==> config.mk <==
export PLATFORM = sky130hd
export DESIGN_NAME = lc3_control_fsm
export DESIGN_NICKNAME = d
export VERILOG_FILES = /design/src/rtl/lc3_ctrl_pkg.sv /design/src/rtl/lc3_op_decode.sv /design/src/rtl/lc3_control_fsm.sv
export SDC_FILE = /design/constraint.sdc
export NUM_CORES = 1
export LEC_CHECK = 0
export CELL_PAD_IN_SITES_DETAIL_PLACEMENT = 0
export CELL_PAD_IN_SITES_GLOBAL_PLACEMENT = 1
export CORE_MARGIN = 2
export CORE_UTILIZATION = 33
export CTS_CLUSTER_DIAMETER = 100
export DETAILED_ROUTE_END_ITERATION = 8
export GPL_TIMING_DRIVEN = 1
export HOLD_SLACK_MARGIN = 0.05
export PLACE_DENSITY_LB_ADDON = 0.25
export SYNTH_ARGS = -nofsm -noshare
export SYNTH_HDL_FRONTEND = slang
export SYNTH_SLANG_ARGS = --single-unit
==> constraint.sdc <==
create_clock -name CLK -period 2 [get_ports CLK]
set_clock_uncertainty 0.15 [all_clocks]
set_input_delay 0.3 -clock CLK [delete_from_list [all_inputs] [get_ports CLK]]
set_output_delay 0.3 -clock CLK [all_outputs]
set_load 0.02 [all_outputs]
==> src/rtl/lc3_ctrl_pkg.sv <==
// Shared constants and state type for the LC3 control sequencer.
// Opcodes, EXT sub-codes, ALU codes and STAGE encodings.
package lc3_ctrl_pkg;

  localparam logic [3:0] OP_ADD = 4'b0001;
  localparam logic [3:0] OP_AND = 4'b0101;
  localparam logic [3:0] OP_NOT = 4'b1001;
  localparam logic [3:0] OP_EXT = 4'b1101;

  localparam logic [2:0] SUB_MUL  = 3'b000;
  localparam logic [2:0] SUB_MULI = 3'b100;
  localparam logic [2:0] SUB_SL   = 3'b010;
  localparam logic [2:0] SUB_SR   = 3'b001;

  localparam logic [3:0] ALU_ADD = 4'b0000;
  localparam logic [3:0] ALU_AND = 4'b0001;
  localparam logic [3:0] ALU_NOT = 4'b0100;
  localparam logic [3:0] ALU_MUL = 4'b0101;
  localparam logic [3:0] ALU_SL  = 4'b0110;
  localparam logic [3:0] ALU_SR  = 4'b0111;

  localparam logic [1:0] STG_FETCH     = 2'b00;
  localparam logic [1:0] STG_DECODE    = 2'b01;
  localparam logic [1:0] STG_EXECUTE   = 2'b10;
  localparam logic [1:0] STG_WRITEBACK = 2'b11;

  typedef enum logic [2:0] {
    S_IDLE,
    S_FETCH,
    S_DECODE,
    S_EXECUTE,
    S_WRITEBACK
  } state_t;

endpackage

==> src/rtl/lc3_op_decode.sv <==
// Combinational instruction decode for the LC3 sequencer.
// Only sampled into registers by the FSM at the end of DECODE.
module lc3_op_decode
  import lc3_ctrl_pkg::*;
(
  input  logic [15:0] instruction,
  output logic [3:0]  alu_ctl,
  output logic        is_imm,
  output logic        legal,
  output logic        is_mul
);

  logic [3:0] op;
  logic [2:0] sub;
  logic       unused_bits;

  assign op  = instruction[15:12];
  assign sub = instruction[5:3];
  assign unused_bits = ^{instruction[11:6], instruction[2:0]};

  always_comb begin
    alu_ctl = '0;
    is_imm  = 1'b0;
    legal   = 1'b0;
    is_mul  = 1'b0;
    unique case (1'b1)
      (op == OP_ADD): begin
        alu_ctl = ALU_ADD;
        is_imm  = instruction[5];
        legal   = 1'b1;
      end
      (op == OP_AND): begin
        alu_ctl = ALU_AND;
        is_imm  = instruction[5];
        legal   = 1'b1;
      end
      (op == OP_NOT): begin
        alu_ctl = ALU_NOT;
        legal   = 1'b1;
      end
      (op == OP_EXT && sub == SUB_MUL): begin
        alu_ctl = ALU_MUL;
        legal   = 1'b1;
        is_mul  = 1'b1;
      end
      (op == OP_EXT && sub == SUB_MULI): begin
        alu_ctl = ALU_MUL;
        is_imm  = 1'b1;
        legal   = 1'b1;
        is_mul  = 1'b1;
      end
      (op == OP_EXT && sub == SUB_SL): begin
        alu_ctl = ALU_SL;
        legal   = 1'b1;
      end
      (op == OP_EXT && sub == SUB_SR): begin
        alu_ctl = ALU_SR;
        legal   = 1'b1;
      end
      default: ;
    endcase
  end

endmodule

==> src/rtl/lc3_control_fsm.sv <==
// Multi-cycle FETCH/DECODE/EXECUTE/WRITEBACK sequencer for LC3.
// Outputs are registered for the state being entered.
module lc3_control_fsm
  import lc3_ctrl_pkg::*;
#(
  parameter int unsigned MEM_LATENCY = 1,
  parameter int unsigned MUL_LATENCY = 3,
  parameter int unsigned ALU_CTL_W   = 4
) (
  input  logic                 CLK,
  input  logic                 RST,
  input  logic                 RUN,
  input  logic [15:0]          INSTRUCTION,
  output logic [1:0]           STAGE,
  output logic                 BUSY,
  output logic                 MAR_LE,
  output logic                 MAR_CONTROL,
  output logic                 MEM_WE,
  output logic                 IR_LE,
  output logic                 PC_LE,
  output logic [1:0]           PC_CONTROL,
  output logic                 IS_IMMEDIATE,
  output logic [ALU_CTL_W-1:0] ALU_CONTROL,
  output logic                 RD_LE,
  output logic                 REG_CONTROL,
  output logic                 ILLEGAL_OP
);

  localparam logic [3:0] MEM_LAST = 4'(MEM_LATENCY);
  localparam logic [3:0] MUL_LAST = 4'(MUL_LATENCY - 1);

  state_t     state;
  logic [3:0] cnt;
  logic       mul_op;

  logic [3:0] dec_alu;
  logic       dec_imm;
  logic       dec_legal;
  logic       dec_mul;

  lc3_op_decode u_dec (
    .instruction (INSTRUCTION),
    .alu_ctl     (dec_alu),
    .is_imm      (dec_imm),
    .legal       (dec_legal),
    .is_mul      (dec_mul)
  );

  assign MAR_CONTROL = 1'b0;
  assign MEM_WE      = 1'b0;
  assign PC_CONTROL  = 2'b00;
  assign REG_CONTROL = 1'b0;

  always_ff @(posedge CLK) begin
    if (RST) begin
      state        <= S_IDLE;
      cnt          <= '0;
      mul_op       <= 1'b0;
      STAGE        <= STG_FETCH;
      BUSY         <= 1'b0;
      MAR_LE       <= 1'b0;
      IR_LE        <= 1'b0;
      PC_LE        <= 1'b0;
      RD_LE        <= 1'b0;
      ILLEGAL_OP   <= 1'b0;
      IS_IMMEDIATE <= 1'b0;
      ALU_CONTROL  <= '0;
    end else begin
      MAR_LE     <= 1'b0;
      IR_LE      <= 1'b0;
      PC_LE      <= 1'b0;
      RD_LE      <= 1'b0;
      ILLEGAL_OP <= 1'b0;
      unique case (state)
        S_IDLE: begin
          if (RUN) begin
            state  <= S_FETCH;
            cnt    <= '0;
            STAGE  <= STG_FETCH;
            BUSY   <= 1'b1;
            MAR_LE <= 1'b1;
          end
        end
        S_FETCH: begin
          if (cnt == MEM_LAST) begin
            state <= S_DECODE;
            cnt   <= '0;
            STAGE <= STG_DECODE;
          end else begin
            cnt <= cnt + 4'd1;
            if (cnt + 4'd1 == MEM_LAST) begin
              IR_LE <= 1'b1;
              PC_LE <= 1'b1;
            end
          end
        end
        S_DECODE: begin
          // illegal ops decode to ALU 0 / imm 0
          cnt          <= '0;
          ALU_CONTROL  <= ALU_CTL_W'(dec_alu);
          IS_IMMEDIATE <= dec_imm;
          mul_op       <= dec_mul;
          if (dec_legal) begin
            state <= S_EXECUTE;
            STAGE <= STG_EXECUTE;
          end else begin
            ILLEGAL_OP <= 1'b1;
            STAGE      <= STG_FETCH;
            if (RUN) begin
              state  <= S_FETCH;
              MAR_LE <= 1'b1;
            end else begin
              state <= S_IDLE;
              BUSY  <= 1'b0;
            end
          end
        end
        S_EXECUTE: begin
          if (!mul_op || cnt == MUL_LAST) begin
            state <= S_WRITEBACK;
            cnt   <= '0;
            STAGE <= STG_WRITEBACK;
            RD_LE <= 1'b1;
          end else begin
            cnt <= cnt + 4'd1;
          end
        end
        S_WRITEBACK: begin
          cnt   <= '0;
          STAGE <= STG_FETCH;
          if (RUN) begin
            state  <= S_FETCH;
            MAR_LE <= 1'b1;
          end else begin
            state <= S_IDLE;
            BUSY  <= 1'b0;
          end
        end
        default: begin
          state <= S_IDLE;
          cnt   <= '0;
          STAGE <= STG_FETCH;
          BUSY  <= 1'b0;
        end
      endcase
    end
  end

endmodule
# After elaboration in Yosys (flattened, before gate mapping)

Index checks and enable logic that the tools add are counted.

Add/sub/neg operators: 1
Equality and inequality tests: 18
Multiplexer cells: 29
Bitwise operators: 4
Reduce and logical (&&, ||, !) cells: 18

Operators by type and width:

| cell                                                                   | number |
|---|---|
| 3-bit one-hot mux with 5 select lines                                  | 2 |
| 4-bit by 1-bit equality test with 1-bit output (second input constant) | 3 |
| 4-bit 2-to-1 mux                                                       | 3 |
| 4-bit one-hot mux with 3 select lines                                  | 1 |
| 2-bit OR reduction                                                     | 6 |
| 1-bit 2-to-1 mux                                                       | 11 |
| 2-bit 2-to-1 mux                                                       | 5 |
| 3-bit by 2-bit equality test with 1-bit output (second input constant) | 3 |
| 3-bit 2-to-1 mux                                                       | 3 |
| 4-bit equality test (second input constant)                            | 2 |
| 2-bit inequality test (second input constant)                          | 4 |
| 2-bit one-hot mux with 4 select lines                                  | 1 |
| 7-bit OR reduction                                                     | 1 |
| 3-bit by 1-bit equality test with 1-bit output (second input constant) | 2 |
| 3-bit equality test (second input constant)                            | 2 |
| 3-bit logical NOT                                                      | 2 |
| 3-bit AND reduction                                                    | 2 |
| 4-bit by 1-bit adder with 4-bit output (second input constant)         | 1 |
| 4-bit by 2-bit equality test with 1-bit output (second input constant) | 1 |
| 4-bit by 3-bit equality test with 1-bit output (second input constant) | 1 |
| 1-bit logical AND                                                      | 4 |
| 1-bit NOT                                                              | 4 |
| 1-bit one-hot mux with 2 select lines                                  | 2 |
| 1-bit one-hot mux with 4 select lines                                  | 1 |
| 3 further kinds                                                        | 3 |

Flip-flop bits (word level): 20
Bits of input ports: 19
Logic and storage cells: 81

# Logic depth before layout (Yosys ltp)

Gate-level depths: netlist of run 1.

Word-level depth: 6
Depth in mapped cells: 6
Gate-level depth less buffers: 6

# Cells and area by module

A second synthesis of run 1 with hierarchy kept.

Cells, all modules: 128
Area, all modules: 1131.1 um2

By module, submodules not included:

| module          | times used | cells an instance | area each (um2) | sequential area each (um2) |
|---|---|---|---|---|
| lc3_control_fsm | 1          | 111               | 1007.2          | 400.4 |
| lc3_op_decode   | 1          | 17                | 123.9           | 0.0 |

# Worst setup path after synthesis of run 1

No wires, ideal clock.

Path kind: register to register
Start point: register cnt[0]
End point: register cnt[1]
Library setup time: 0.075 ns
Arrival time: 1.576 ns
Required time: 1.775 ns
Path slack: 0.199 ns
Cell stages (with the launch flop): 7
Path buffers: 0
Clock period less this slack: 1.801 ns
Cell sequence: dfxtp_1 -> inv_1 -> ha_1 -> or3b_1 -> nand4_1 -> or3b_2 -> a31oi_1

Cells in the longest elaborated chain, start to end: 4

RTL lines:

| what                                                                           | line                   | RTL |
|---|---|---|
| start, declared                                                                | lc3_control_fsm.sv:33  | `logic [3:0] cnt;` |
| start signal, assigned                                                         | lc3_control_fsm.sv:90  | `cnt <= cnt + 4'd1;` |
| start signal, assigned                                                         | lc3_control_fsm.sv:125 | `cnt <= cnt + 4'd1;` |
| branches (longest 3 deep; another with 4-bit by 1-bit adder with 4-bit output) | -                      |  |
| 4-bit one-hot mux with 3 select lines *                                        | lc3_control_fsm.sv:74  | `unique case (state)` |

Every way passes the cells marked *.
A chain may end at the register's enable or synchronous reset.

# Final worst setup path of run 1

Ends and elaborated chain as after synthesis.

==> flow_summary.ini, run 1 <==
[timing]
fin_hold_ws_ns = 0.318
maxSlewViolCount = 0
hold_viol_final = 0
post-route-period-util_pct = 94.5
rsz0062_at_grt = no
fin_tns_setup_ns = 0
finalSetupViolations = 0
fmax_ghz = 0.529
setup_ws_ns = 0.110
min_period_ns = 1.89

[run_status]
outcome = finished, final reports clean

[worst_hold_path]
hold_depth = 2
hold_end = ALU_CONTROL[1]
worstHoldPathType = flop to flop
worstHoldStart = ALU_CONTROL[1]

[job]
cap_viol_max_count = 0

[worst_setup_path]
arrival_ns = 1.97
start_kind = flop
setup.worst_path.class = flop to flop
reg2reg_setup_slack_ns = 0.11
r2r-end = cnt[1]
r2r_start = cnt[0]
r2r_cells = 6
crit_required_ns = 2.08
cp_max_fo = 5
endpoint_kind = flop

[layout]
final_cells = 200
seqCellArea_um2 = 380
fin_nets = 178
multiInputGateArea_um2 = 632
diodes = 0
drive_gt1_share_pct = 20.1
fill_cells = 352
syn_to_final_growth_pct = 27.8

[route]
drc = 0
drtPass1Iterations = 6
wirelength_um = 2330
drtIter0Drc = 54
final_antenna_net_count = 0
wl_per_cell_um = 11.6
route.vias.total = 974
via_per_inst = 4.87

[logic_synthesis]
synth_top_area_cell = dfxtp_1
async_flop_share_pct = 0
synth_top_area_share_pct = 34.0
synth.avg_cell_area_um2 = 8.94
synth-edff-count = 0
synth_cell_types = 46
yosys_most_used_dff = dfxtp_1
synth.top_cells.by_count = 19 x dfxtp_1, 8 x nand2_1, 7 x buf_4, 7 x nor2_1
synthTopCellsByArea = dfxtp_1 34%, buf_4 4.7%, ha_1 4.5%, buf_6 3.0%, a21oi_1 2.7%
syn_inst = 125
ys_warn_count = 0
syn_area_um2 = 1120
synth_seq_cells = 19
synth.most_common_cell = dfxtp_1
yosysSeqAreaShare_pct = 34.0

[place]
dp_slack_ns = 0.00585
post-dp-hpwl_um = 1730
gp_congestion = 0.745
port_buffers = 21
dp_cells = 196

[global_route]
grt_pass1_vias = 877
grt_use_total_pct = 12.4
grt_pass1_wl_um = 3910
grt_max_degree = 17
grt_overflow_total = 0
grt_antenna_before_repair = 0

[pwr]
pwr-share-comb_pct = 40.7
seqPwrFrac_pct = 41.2
p_switching_uw = 396
p_sw_share_pct = 35.8
p_per_area_nw_per_um2 = 774
clockPowerShare_pct = 18.1
internal-power_uw = 710
ir_worst_vdd_uv = 212
leakage_uw = 0.000538

[clocking]
htree_levels = 1
clk_pin_slew_worst_paths_ns = 0.12
clock_sinks = 19
holdBufCountCts = 0
cts_tree = yes
cts_max_path_buffers = 2
root_buffer = clkbuf_4
cts_made_buffers = 3
clk_latency_ns = 0.30

[die]
num_rows = 21
die_y_um = 62.2
io_pins = 37
die_w_um = 62.2
fp.dieArea_um2 = 3870
start_util_pct = 34.0
coreArea_um2 = 3280
## flip-flops by register name, indices dropped and copies added (netlist names)
signal	cells
ALU_CONTROL	3
BUSY	1
ILLEGAL_OP	1
IS_IMMEDIATE	1
MAR_LE	1
PC_LE	1
RD_LE	1
STAGE	2
cnt	4
mul_op	1
state	3
## cells in the final DEF, fill, tap and decap left out, drive strengths merged, types with 3 or more instances in the layout
master         netlist  final
nand3                5      5
nor3                 5      5
maj3                 3      3
nor2b                3      3
nand2                8      8
nor2                 9      9
conb                 1      6
nand4                3      3
or3b                 4      4
clkbuf               4      3
o21ai                5      5
a21oi                7      7
clkdlybuf4s50        0     21
inv                  6      6
buf                 10     13
dfxtp               19     19
ha                   4      4
## stage by stage
| stage | utilization [%] | area, µm² | total power, µW |
|---|---|---|---|
| after global routing | 43.5 | 1430 | 1180 |
| after CTS | 43.5 | 1430 | 1120 |
| after floorplan | - | 1140 | 762 |
| final | 43.5 | 1430 | 1110 |
| after detailed placement | 42.6 | 1400 | 916 |
| after global placement | 42.6 | 1400 | 911 |
## power by group through the flow
stage	combinational, µW	sequential [µW]	clock, µW
final	450	455	200
after global routing	491	462	230
after CTS	455	455	211
after detailed placement	452	464	0
after global placement	448	463	0
after floorplan	271	491	0
## cell type report
| class | count | area share (%) |
|---|---|---|
| repair buffers | 34 | 21.6 |
| multi-input cells | 91 | 44.3 |
| inverters | 6 | 1.58 |
| clock inverters | 1 | 0.351 |
| flip-flops and latches | 19 | 26.6 |
| clock buffers | 3 | 1.58 |
| well taps | 46 | 4.03 |
## critical path, stage by stage, from the launching register on
cell and delay (ns):
dfxtp_1 0.42, inv_1 0.10, ha_1 0.21, or3b_1 0.18, nand4_1 0.11, or3b_2 0.48
a31oi_1 0.17
## metal layers
metal,up-vias,track usage (%),share of wire (%)
met5,-,0,0
met4,0,5.00,1.0
met3,2,2.17,3.0
met2,14,20.1,49
met1,461,16.2,47
li1,497,-,-
## worst max-delay path by stage
stage                         to           start  cells past startpoint  slack [ns]
after floorplan           cnt[1]          cnt[0]                      6        0.20
after global placement      BUSY  INSTRUCTION[3]                      5        0.02
after detailed placement    BUSY  INSTRUCTION[5]                      5       0.006
after CTS                 cnt[1]          cnt[0]                      6        0.11
after global routing      cnt[1]          cnt[0]                      6        0.04
final                     cnt[1]          cnt[0]                      6        0.11
## timing repair
item	CTS	global route
endpoints found under the setup margin	0	1
hold endpoints to repair	0	0
gates resized for setup	0	1
buffers inserted	0	0
## kinds of logic (layout without fill, tap and decap cells)
logic type                 count (synthesis)  after routing  synth area share (%)
adders and majority gates                  7              7                  7.39
buffers and inverters                     20             44                  11.1
xor gates and xnor gates                   2              2                  1.57
AOI/OAI and AO/OA                         28             28                  19.5
other                                      1              6                 0.336
and+or+nand+nor                           48             48                  26.1
DFF                                       19             19                  34.0
Power figures use the tool's default switching activity.
==> run 2, diff against run 1 <==
- GPL_TIMING_DRIVEN: 1 -> not set
==> results of run 2 <==
The final DEF is identical to that of run 1; final timing and power are the same.
